<file path="src/rtl/mem_port_arbiter.sv">
// mem_port_arbiter: shares one 64-bit memory port between instruction fetch and load/store, data-first with fetch starvation guard
// Ports: clk/reset (async, active-high); i_req/i_addr -> i_ack/i_rdata (fetch side);
//   d_req/d_we/d_addr/d_wdata -> d_ack/d_rdata (data side); m_raddr/m_waddr/m_wdata/m_wr/m_rdata (memory);
//   busy (state != IDLE), owner_d (data side owns the port).
// Optional: define MEM_ARB_PERF_CNT_EN to add perf_i_grants, perf_d_grants, perf_stall counters.
module mem_port_arbiter #(
  parameter int ADDR_W     = 64,
  parameter int RD_LAT     = 1,
  parameter int STARVE_MAX = 4
) (
  input  logic              clk,
  input  logic              reset,
  input  logic              i_req,
  input  logic [ADDR_W-1:0] i_addr,
  output logic              i_ack,
  output logic [31:0]       i_rdata,
  input  logic              d_req,
  input  logic              d_we,
  input  logic [ADDR_W-1:0] d_addr,
  input  logic [63:0]       d_wdata,
  output logic              d_ack,
  output logic [63:0]       d_rdata,
  output logic [ADDR_W-1:0] m_raddr,
  output logic [ADDR_W-1:0] m_waddr,
  output logic [63:0]       m_wdata,
  output logic              m_wr,
  input  logic [63:0]       m_rdata,
  output logic              busy,
`ifdef MEM_ARB_PERF_CNT_EN
  output logic [31:0]       perf_i_grants,
  output logic [31:0]       perf_d_grants,
  output logic [31:0]       perf_stall,
`endif
  output logic              owner_d
);
  localparam int LW = $clog2(RD_LAT + 1);
  localparam int SW = $clog2(STARVE_MAX + 1);
  typedef enum logic [1:0] {IDLE, ACCESS, RESP} state_t;
  state_t            state;
  logic [LW-1:0]     lat_cnt;
  logic [SW-1:0]     starve_cnt;
  logic [ADDR_W-1:0] addr_q;
  logic [63:0]       wdata_q;
  logic              we_q;
  logic              gnt_d, gnt_i, acc;
  // fetch overrides data only once it has lost STARVE_MAX consecutive contests
  assign gnt_d   = state == IDLE && d_req && (!i_req || starve_cnt != SW'(STARVE_MAX));
  assign gnt_i   = state == IDLE && i_req && !gnt_d;
  assign acc     = state == ACCESS;
  assign busy    = state != IDLE;
  // memory lines are decoded from state so an async reset drops them at once
  assign m_raddr = acc ? addr_q : '0;
  assign m_waddr = acc ? addr_q : '0;
  assign m_wdata = acc ? wdata_q : '0;
  assign m_wr    = acc && we_q && lat_cnt == LW'(RD_LAT);
  assign i_ack   = state == RESP && !owner_d;
  assign d_ack   = state == RESP && owner_d;
  always_ff @(posedge clk or posedge reset) begin
    if (reset) begin
      state      <= IDLE;
      lat_cnt    <= '0;
      starve_cnt <= '0;
      addr_q     <= '0;
      wdata_q    <= '0;
      we_q       <= 1'b0;
      owner_d    <= 1'b0;
      i_rdata    <= '0;
      d_rdata    <= '0;
    end else begin
      unique case (state)
        IDLE: if (gnt_d || gnt_i) begin
          state      <= ACCESS;
          lat_cnt    <= LW'(RD_LAT);
          owner_d    <= gnt_d;
          addr_q     <= gnt_d ? d_addr : i_addr;
          we_q       <= gnt_d && d_we;
          wdata_q    <= gnt_d ? d_wdata : '0;
          starve_cnt <= gnt_i ? '0 :
                        (i_req && starve_cnt != SW'(STARVE_MAX)) ? starve_cnt + 1'b1 : starve_cnt;
        end
        ACCESS: begin
          lat_cnt <= lat_cnt - 1'b1;
          if (lat_cnt == LW'(1)) begin
            state <= RESP;
            if (!owner_d) i_rdata <= addr_q[2] ? m_rdata[63:32] : m_rdata[31:0];
            else if (!we_q) d_rdata <= m_rdata;
          end
        end
        RESP:    state <= IDLE;
        default: state <= IDLE;
      endcase
    end
  end
`ifdef MEM_ARB_PERF_CNT_EN
  logic stall;
  assign stall = (i_req && !(busy && !owner_d)) || (d_req && !(busy && owner_d));
  always_ff @(posedge clk or posedge reset) begin
    if (reset) begin
      perf_i_grants <= '0;
      perf_d_grants <= '0;
      perf_stall    <= '0;
    end else begin
      perf_i_grants <= perf_i_grants + 32'(gnt_i);
      perf_d_grants <= perf_d_grants + 32'(gnt_d);
      perf_stall    <= perf_stall + 32'(stall);
    end
  end
`endif
endmodule

</file>
<file path="config.mk">
export PLATFORM = sky130hd
export DESIGN_NAME = mem_port_arbiter
export DESIGN_NICKNAME = d
export VERILOG_FILES = /design/src/rtl/mem_port_arbiter.sv
export SDC_FILE = /design/constraint.sdc
export NUM_CORES = 1
export LEC_CHECK = 0
export CAP_MARGIN = 5
export CORE_AREA = 4 4 212 214
export CTS_CLUSTER_DIAMETER = 60
export DETAILED_ROUTE_END_ITERATION = 8
export DIE_AREA = 0 0 216 218
export PLACE_DENSITY = 0.51
export SETUP_SLACK_MARGIN = 0.05
export SLEW_MARGIN = 0
export SYNTH_ARGS = -nofsm -noshare
export SYNTH_HDL_FRONTEND = slang
export SYNTH_SLANG_ARGS = --single-unit
</file>
<file path="constraint.sdc">
create_clock -name clk -period 9.9 [get_ports clk]
set_input_delay 1.485 -clock clk [delete_from_list [all_inputs] [get_ports clk]]
set_output_delay 1.485 -clock clk [all_outputs]
set_load 0.03 [all_outputs]
</file>
==> run_results.csv <==
group,metric,value,unit
setup_path,cp-startpoint,"state[0]",
worst_hold_path,hold_end,"wdata_q[48]",
sta,setup_slack,5.06,ns
logic_synthesis,ys_seq_area_share,53.9,%
place,placedCellCount,1897,
grt,grt-ovfl-total,0,
setup_path,r2r_start,"state[1]",
route,vias,8854,
final_layout,layout.cells.non_filler,1959,
pwr,power_density,367,mW/mm^2
sta,finalHoldViolCount,0,
cts,htree_levels,1,
pwr,power_frac_comb,56.1,%
cts,cts_tree,"done",
cts,clock_path_buffers,3,
floorplanning,start_util,25.1,%
cts,post-cts-setup-buffer-count,0,
pwr,vdd_drop_max,154,uV
cts,clk_pin_slew,0.06,ns
sta,max-slew-margin-rel,20.4,%
floorplanning,dieArea,0.0471,mm^2
cts,hold_buffers,0,
route,drt_first_iter_violations,525,
setup_path,worstPathArrival,3.36,ns
pwr,power_frac_seq,26.4,%
worst_hold_path,hold_depth,1,
route,vias_per_cell,4.52,
floorplanning,die_h,218,um
setup_path,start_kind,"flip-flop",
sta,slew_violations,0,
pwr,switching_share,42.7,%
pwr,p_clk_share,17.5,%
setup_path,path_class,"flip-flop to output pin",
flow_run,max_cap_violations,0,
grt,grt_usage,16.3,%
floorplanning,die_w,216,um
pwr,p_int,3.64,mW
grt,grt_start_max_net_pins,144,
cts,clk_latency,0.57,ns
route,antenna_left,0,
cts,cts_made_buffers,31,
pwr,net-switching-power,2.72,mW
cts,post_cts_resized,0,
cts,cts.sinks,232,
setup_path,required,8.42,ns
floorplanning,rows,76,
grt,grt_pass1_wl,60.4,mm
floorplanning,pin_count,554,
setup_path,worstReg2RegEnd,"addr_q[0]",
sta,worst_pin_slew,1.19,ns
setup_path,critPathCaptureType,"output pin",
route,drt-wirelength-per-cell,20.7,um
sta,timing.hold.ws,0.496,ns
grt,grt_pass1_vias,9653,
logic_synthesis,syn_inst,888,
pwr,power_leakage,7.06,nW
sta,setup_viol,0,
route,routed_wirelength,40.6,mm
place,place.port_buffers,553,
logic_synthesis,ys_ff_latch,232,
sta,clock.fmax,0.206,GHz
sta,setup_tns,0,ns
place,post-place-ws,5.55,ns
worst_hold_path,hold_start,"wdata_q[48]",
cts,cts-root-buf,"clkbuf_16",
final_layout,regArea,0.00581,mm^2
logic_synthesis,syn_area_per_cell,12.1,um^2
pwr,power.total,6.36,mW
sta,rsz0062_at_grt,"no",
final_layout,fin_util,40.4,%
place,finalWeightedCongestion,0.792,
final_layout,syn_to_final_growth,60.8,%
route,drt_pre_antenna_iters,4,
final_layout,stdcell_area,0.0173,mm^2
logic_synthesis,synth_area,0.0108,mm^2
logic_synthesis,syn-num-nets,1151,
setup_path,rr_worst_depth,5,
grt,antenna_found_initial,6,
logic_synthesis,yosysWarnings,0,
setup_path,worstPathMaxFanout,133,
sta,period_minus_slack,4.84,ns
sta,finClkSkew,0.0210,ns
route,drc,0,
final_layout,multiInputGateArea,0.00407,mm^2
final_layout,drive_above_1_share,10.1,%
worst_hold_path,hold_class,"flip-flop to flip-flop",
logic_synthesis,ys_types,34,
setup_path,reg2reg_slack,6.63,ns
final_layout,n_fill_cell,4125,
floorplanning,core,0.0429,mm^2
run_status,outcome,"complete, no violations",
final_layout,fin_nets,1608,
place,place_area,0.0163,mm^2
place,hpwl,28.7,mm
sta,period_share,48.9,%
synthesized netlist by cell type:
library cell  instances  area share, %
buf_1                 5           0.17
buf_6                 1           0.10
a22o_1               66            5.4
inv_1                 4           0.14
buf_2                20           0.93
nor2_1               34            1.2
ha_1                  2           0.23
buf_12                6            1.1
nand2_1               6           0.21
a21o_1                1          0.070
a21oi_1              33            1.5
dfrtp_1             232             54
nor4bb_1              1          0.093
nor3b_1               1          0.070
o21ai_0               1          0.046
buf_4                70            4.9
nor2b_1               1          0.058
and3_1                3           0.17
a21boi_0             64            4.5
or3b_1                1          0.081
a21oi_4               1           0.15
mux2_2               64            6.7
and3b_1               1          0.081
and4b_1               1          0.093
and2_1              129            7.5
nand2b_1              1          0.058
nand4_1               1          0.058
nand3_1               1          0.046
mux2i_1              32            3.0
or2_2                 1          0.058
clkbuf_1             37            1.3
nor3_1                2          0.093
a211o_1               1          0.081
a221o_1              64            6.0
registers in the layout, indices dropped and copies added (netlist names):
name / flops
state: 2
d_rdata: 64
i_rdata: 32
we_q: 1
wdata_q: 64
addr_q: 64
owner_d: 1
lat_cnt: 1
starve_cnt: 3
routing by layer:
| layer | up-vias | share of wire, % | track usage (%) | wire length [um] |
|---|---|---|---|---|
| met2 | 386 | 48 | 27.2 | 19300 |
| met4 | 2 | 2.6 | 5.38 | 1060 |
| met5 | - | 0.032 | 0 | 13 |
| met3 | 63 | 8.7 | 5.39 | 3530 |
| li1 | 4051 | - | - | - |
| met1 | 4352 | 41 | 20.1 | 16700 |
layout by cell type (no fill, tap or decap), types with 32 or more instances in the layout:
cell	netlist	final
mux2_2	64	64
a22o_1	66	66
and2_1	129	129
nor2_1	34	33
a21boi_0	64	64
a21oi_1	33	33
a221o_1	64	64
dfrtp_1	232	231
mux2i_1	32	32
clkdlybuf4s50_1	0	553
layout make-up:
type | instances | share of cell area, %
clock buffers | 46 | 5.50
inverters | 4 | 0.130
clock inverters | 12 | 0.542
well taps | 585 | 4.23
flip-flops and latches | 232 | 33.6
diodes | 4 | 0.0578
repair buffers | 563 | 32.5
multi-input cells | 513 | 23.5
worst max path at each step:
stage                  to  slack, ns  depth (start not counted)
3_3_place_gp   m_waddr[1]       5.58                          4
2_1_floorplan   addr_q[0]       2.05                          1
6_report       m_waddr[1]       5.06                          4
5_1_grt        m_waddr[1]       4.81                          4
3_5_place_dp   m_waddr[1]       5.55                          4
4_1_cts        m_waddr[1]       4.90                          4
worst max-delay path, cell delays in order (launching register included):
cell and delay (ns):
dfrtp_1 0.46, nor2b_4 0.18, buf_4 0.89, and2_1 0.49, clkdlybuf4s50_1 0.76
cell families after synthesis:
group,Yosys count,synth area share [%]
adder cells (fa/ha/maj),2,0.232
flip-flops,232,53.9
AO/OA/AOI/OAI,231,17.7
buffers and inverters,143,8.64
multiplexers,96,9.67
AND/OR/NAND/NOR,184,9.86
power groups by stage:
stage | Clock, mW | Sequential, mW | Combinational, mW
after floorplan | 0 | 2.02 | 1.94
after global placement | 0 | 1.68 | 3.60
after detailed placement | 0 | 1.69 | 3.61
after CTS | 1.15 | 1.68 | 3.62
after global routing | 1.19 | 1.74 | 3.77
final | 1.11 | 1.68 | 3.56
Power figures use the tool's default switching activity.
==> edit, RTL diff (config.mk and constraints unchanged) <==
The option `MEM_ARB_PERF_CNT_EN` is turned on by a define.
--- a/src/rtl/mem_port_arbiter.sv
+++ b/src/rtl/mem_port_arbiter.sv
@@ -3,6 +3,8 @@
 //   d_req/d_we/d_addr/d_wdata -> d_ack/d_rdata (data side); m_raddr/m_waddr/m_wdata/m_wr/m_rdata (memory);
 //   busy (state != IDLE), owner_d (data side owns the port).
 // Optional: define MEM_ARB_PERF_CNT_EN to add perf_i_grants, perf_d_grants, perf_stall counters.
+`define MEM_ARB_PERF_CNT_EN
+
 module mem_port_arbiter #(
   parameter int ADDR_W     = 64,
   parameter int RD_LAT     = 1,
Check against the original RTL (old outputs only; new: perf_d_grants, perf_i_grants and perf_stall): equivalent (equiv_simple and equiv_induct, registers matched by name and starting in step).
==> edit against the original RTL <==
  * Total power rose by 19%
  * Design area up 33%
  * Area after synthesis is 41% higher
  * Sequential cell count rose by 96
  * Wire length up 52%
  * Die area stayed put
  * Worst setup slack worse by 0.30 ns
  * Largest power group unchanged
  * Worst hold slack got worse by 0.027 ns
  * Register-to-register slack worse by 0.90 ns
==> edit: results (changes against the original RTL) <==
* Largest net degree at the start of global routing at 137 (-4.9%)
* Synth cell count leaders: dfrtp_1, nand2_1, and2_1
* R2R Setup Slk at 5.73 ns (-0.90 ns)
* H-tree levels at 2 (+1)
* DR iter-0 viols at 611 (+16%)
* Top Registers: addr_q x64, d_rdata x64, wdata_q x64
* Hold crit path type: reg -> reg
* Part of the cycle the worst path needs at 0.520 (+0.0303)
* R2r endpoint: perf_d_grants[28]
* CTS Buf Count at 40 (+29%)
* CP delay by family, top: buffers and inverters
* CP startpoint: state[0]
* Post-synthesis sequential area ratio at 0.540 (about the same)
* R2r worst-path depth at 9 (+4)
* Critical-path maximum fanout at 92 (-31%)
* RD Place Congestion at 0.879 (+11%)
* Synth cell types at 40 (+18%)
* Initial antenna violation count at 11 (+5)
* Mapped Nets at 1786 (+55%)
* Worst-Margin Slew at 0.954 ns (-0.240 ns)
* Clk_lat worst skew at 0.55 ns (-0.02 ns)
* Placement Cell Area at 0.0217 sq mm (+34%)
* Clock skew at 0.0121 ns (-0.00890 ns)
* Via density per instance at 4.84 (+7.0%)
* Post-cts gate resize count at 0 (unchanged)
* Post-DR wirelength/cell at 23.0 um (+11%)
* Setup TNS at 0 ns (unchanged)
* DRT Pass-1 Iters at 5 (+1)
* Total Routed Length at 61700 um (+52%)
* Setup WS pre-CTS at 4.42 ns (-1.13 ns)
* Leakage at 9.78 nW (+38%)
* GRT Util Overall at 0.253 (+0.0896)
* Post-CTS setup buffers at 0 (unchanged)
* Max stage delay on crit path at 0.82 ns (-0.07 ns)
* RR Startpoint: state[1]
* Setup crit end: m_wr
* Layout cells sized above 1 at 0.0783 (-0.0231)
* Post-synth top flop: dfrtp_1
* Clock Tree Buf Depth at 3 (unchanged)
* Clock root cell: clkbuf_16
* Status: complete, no violations
* Yosys synthesis warning count at 0 (unchanged)
* Mean Syn Cell Area at 10.0 sq um (-17%)
* Ys async rst share at 1.00 (unchanged)
* Dpl cells at 2612 (+38%)
* Slew Limit Fails at 0 (unchanged)
* Slowest CP cell: buf_4
* Max VDD drop at 0.201 mV (+30%)
* Worst endpoint data arrival time at 3.66 ns (+0.30 ns)
* First-pass GRT wire length at 89900 um (+49%)
* Final nets at 2339 (+45%)
* Largest cells by area after synthesis: dfrtp_1, nand2_1, and2_1
* # port buffers at 649 (+17%)
* Clock-pin slew on the worst setup and hold paths at 0.06 ns (about the same)
* Post-DP HPWL at 46200 um (+61%)
==> edit: cell types whose count changed in the layout (fill, tap and decap cells not counted), sizes merged, moves of 68 or more <==
cell	change
dfrtp	+96
nor2	+81
o21ai	+68
clkdlybuf4s50	+96
nand2	+283
==> edit: worst min-delay path by stage <==
stage | start | to | slack, ns | depth (start not counted)
detailed placement | perf_i_grants[31] | perf_i_grants[31] | 0.47 | 1
global placement | perf_i_grants[31] | perf_i_grants[31] | 0.46 | 1
global route | perf_i_grants[31] | perf_i_grants[31] | 0.48 | 1
floorplan | starve_cnt[0] | starve_cnt[0] | 0.48 | 1
finish | perf_i_grants[31] | perf_i_grants[31] | 0.47 | 1
CTS | perf_i_grants[31] | perf_i_grants[31] | 0.47 | 1
==> edit: cells by family after synthesis <==
family / after synthesis / synth area share
AO/OA/AOI/OAI: 168 / 0.0609
XOR/XNOR: 90 / 0.0518
adder cells (fa/ha/maj): 9 / 0.00741
buffers and inverters: 165 / 0.0598
flip-flops: 328 / 0.540
multiplexers: 96 / 0.0685
AND/OR/NAND/NOR: 660 / 0.212
==> edit: layout make-up <==
cell class | count | area (sq um)
flip-flops and latches | 328 | 8210
repair buffers | 661 | 6600
clock buffers | 57 | 1190
diodes | 4 | 10.0
well taps | 585 | 732
multi-input cells | 1023 | 6130
clock inverters | 10 | 135
fillers | 3912 | 19800
inverters | 15 | 62.6
==> edit: layer usage <==
layer,up-vias,routed length (um),track usage
met4,14,2060,0.0911
met5,-,106,0
met2,452,31300,0.439
li1,6087,-,-
met1,6329,22700,0.284
met3,97,5580,0.0978
==> edit: report_power, final <==
part	leakage (nW)	switching [mW]	internal, mW
clock network	0.652	0.588	0.907
registers	4.08	0.275	1.83
logic	5.06	2.40	1.54
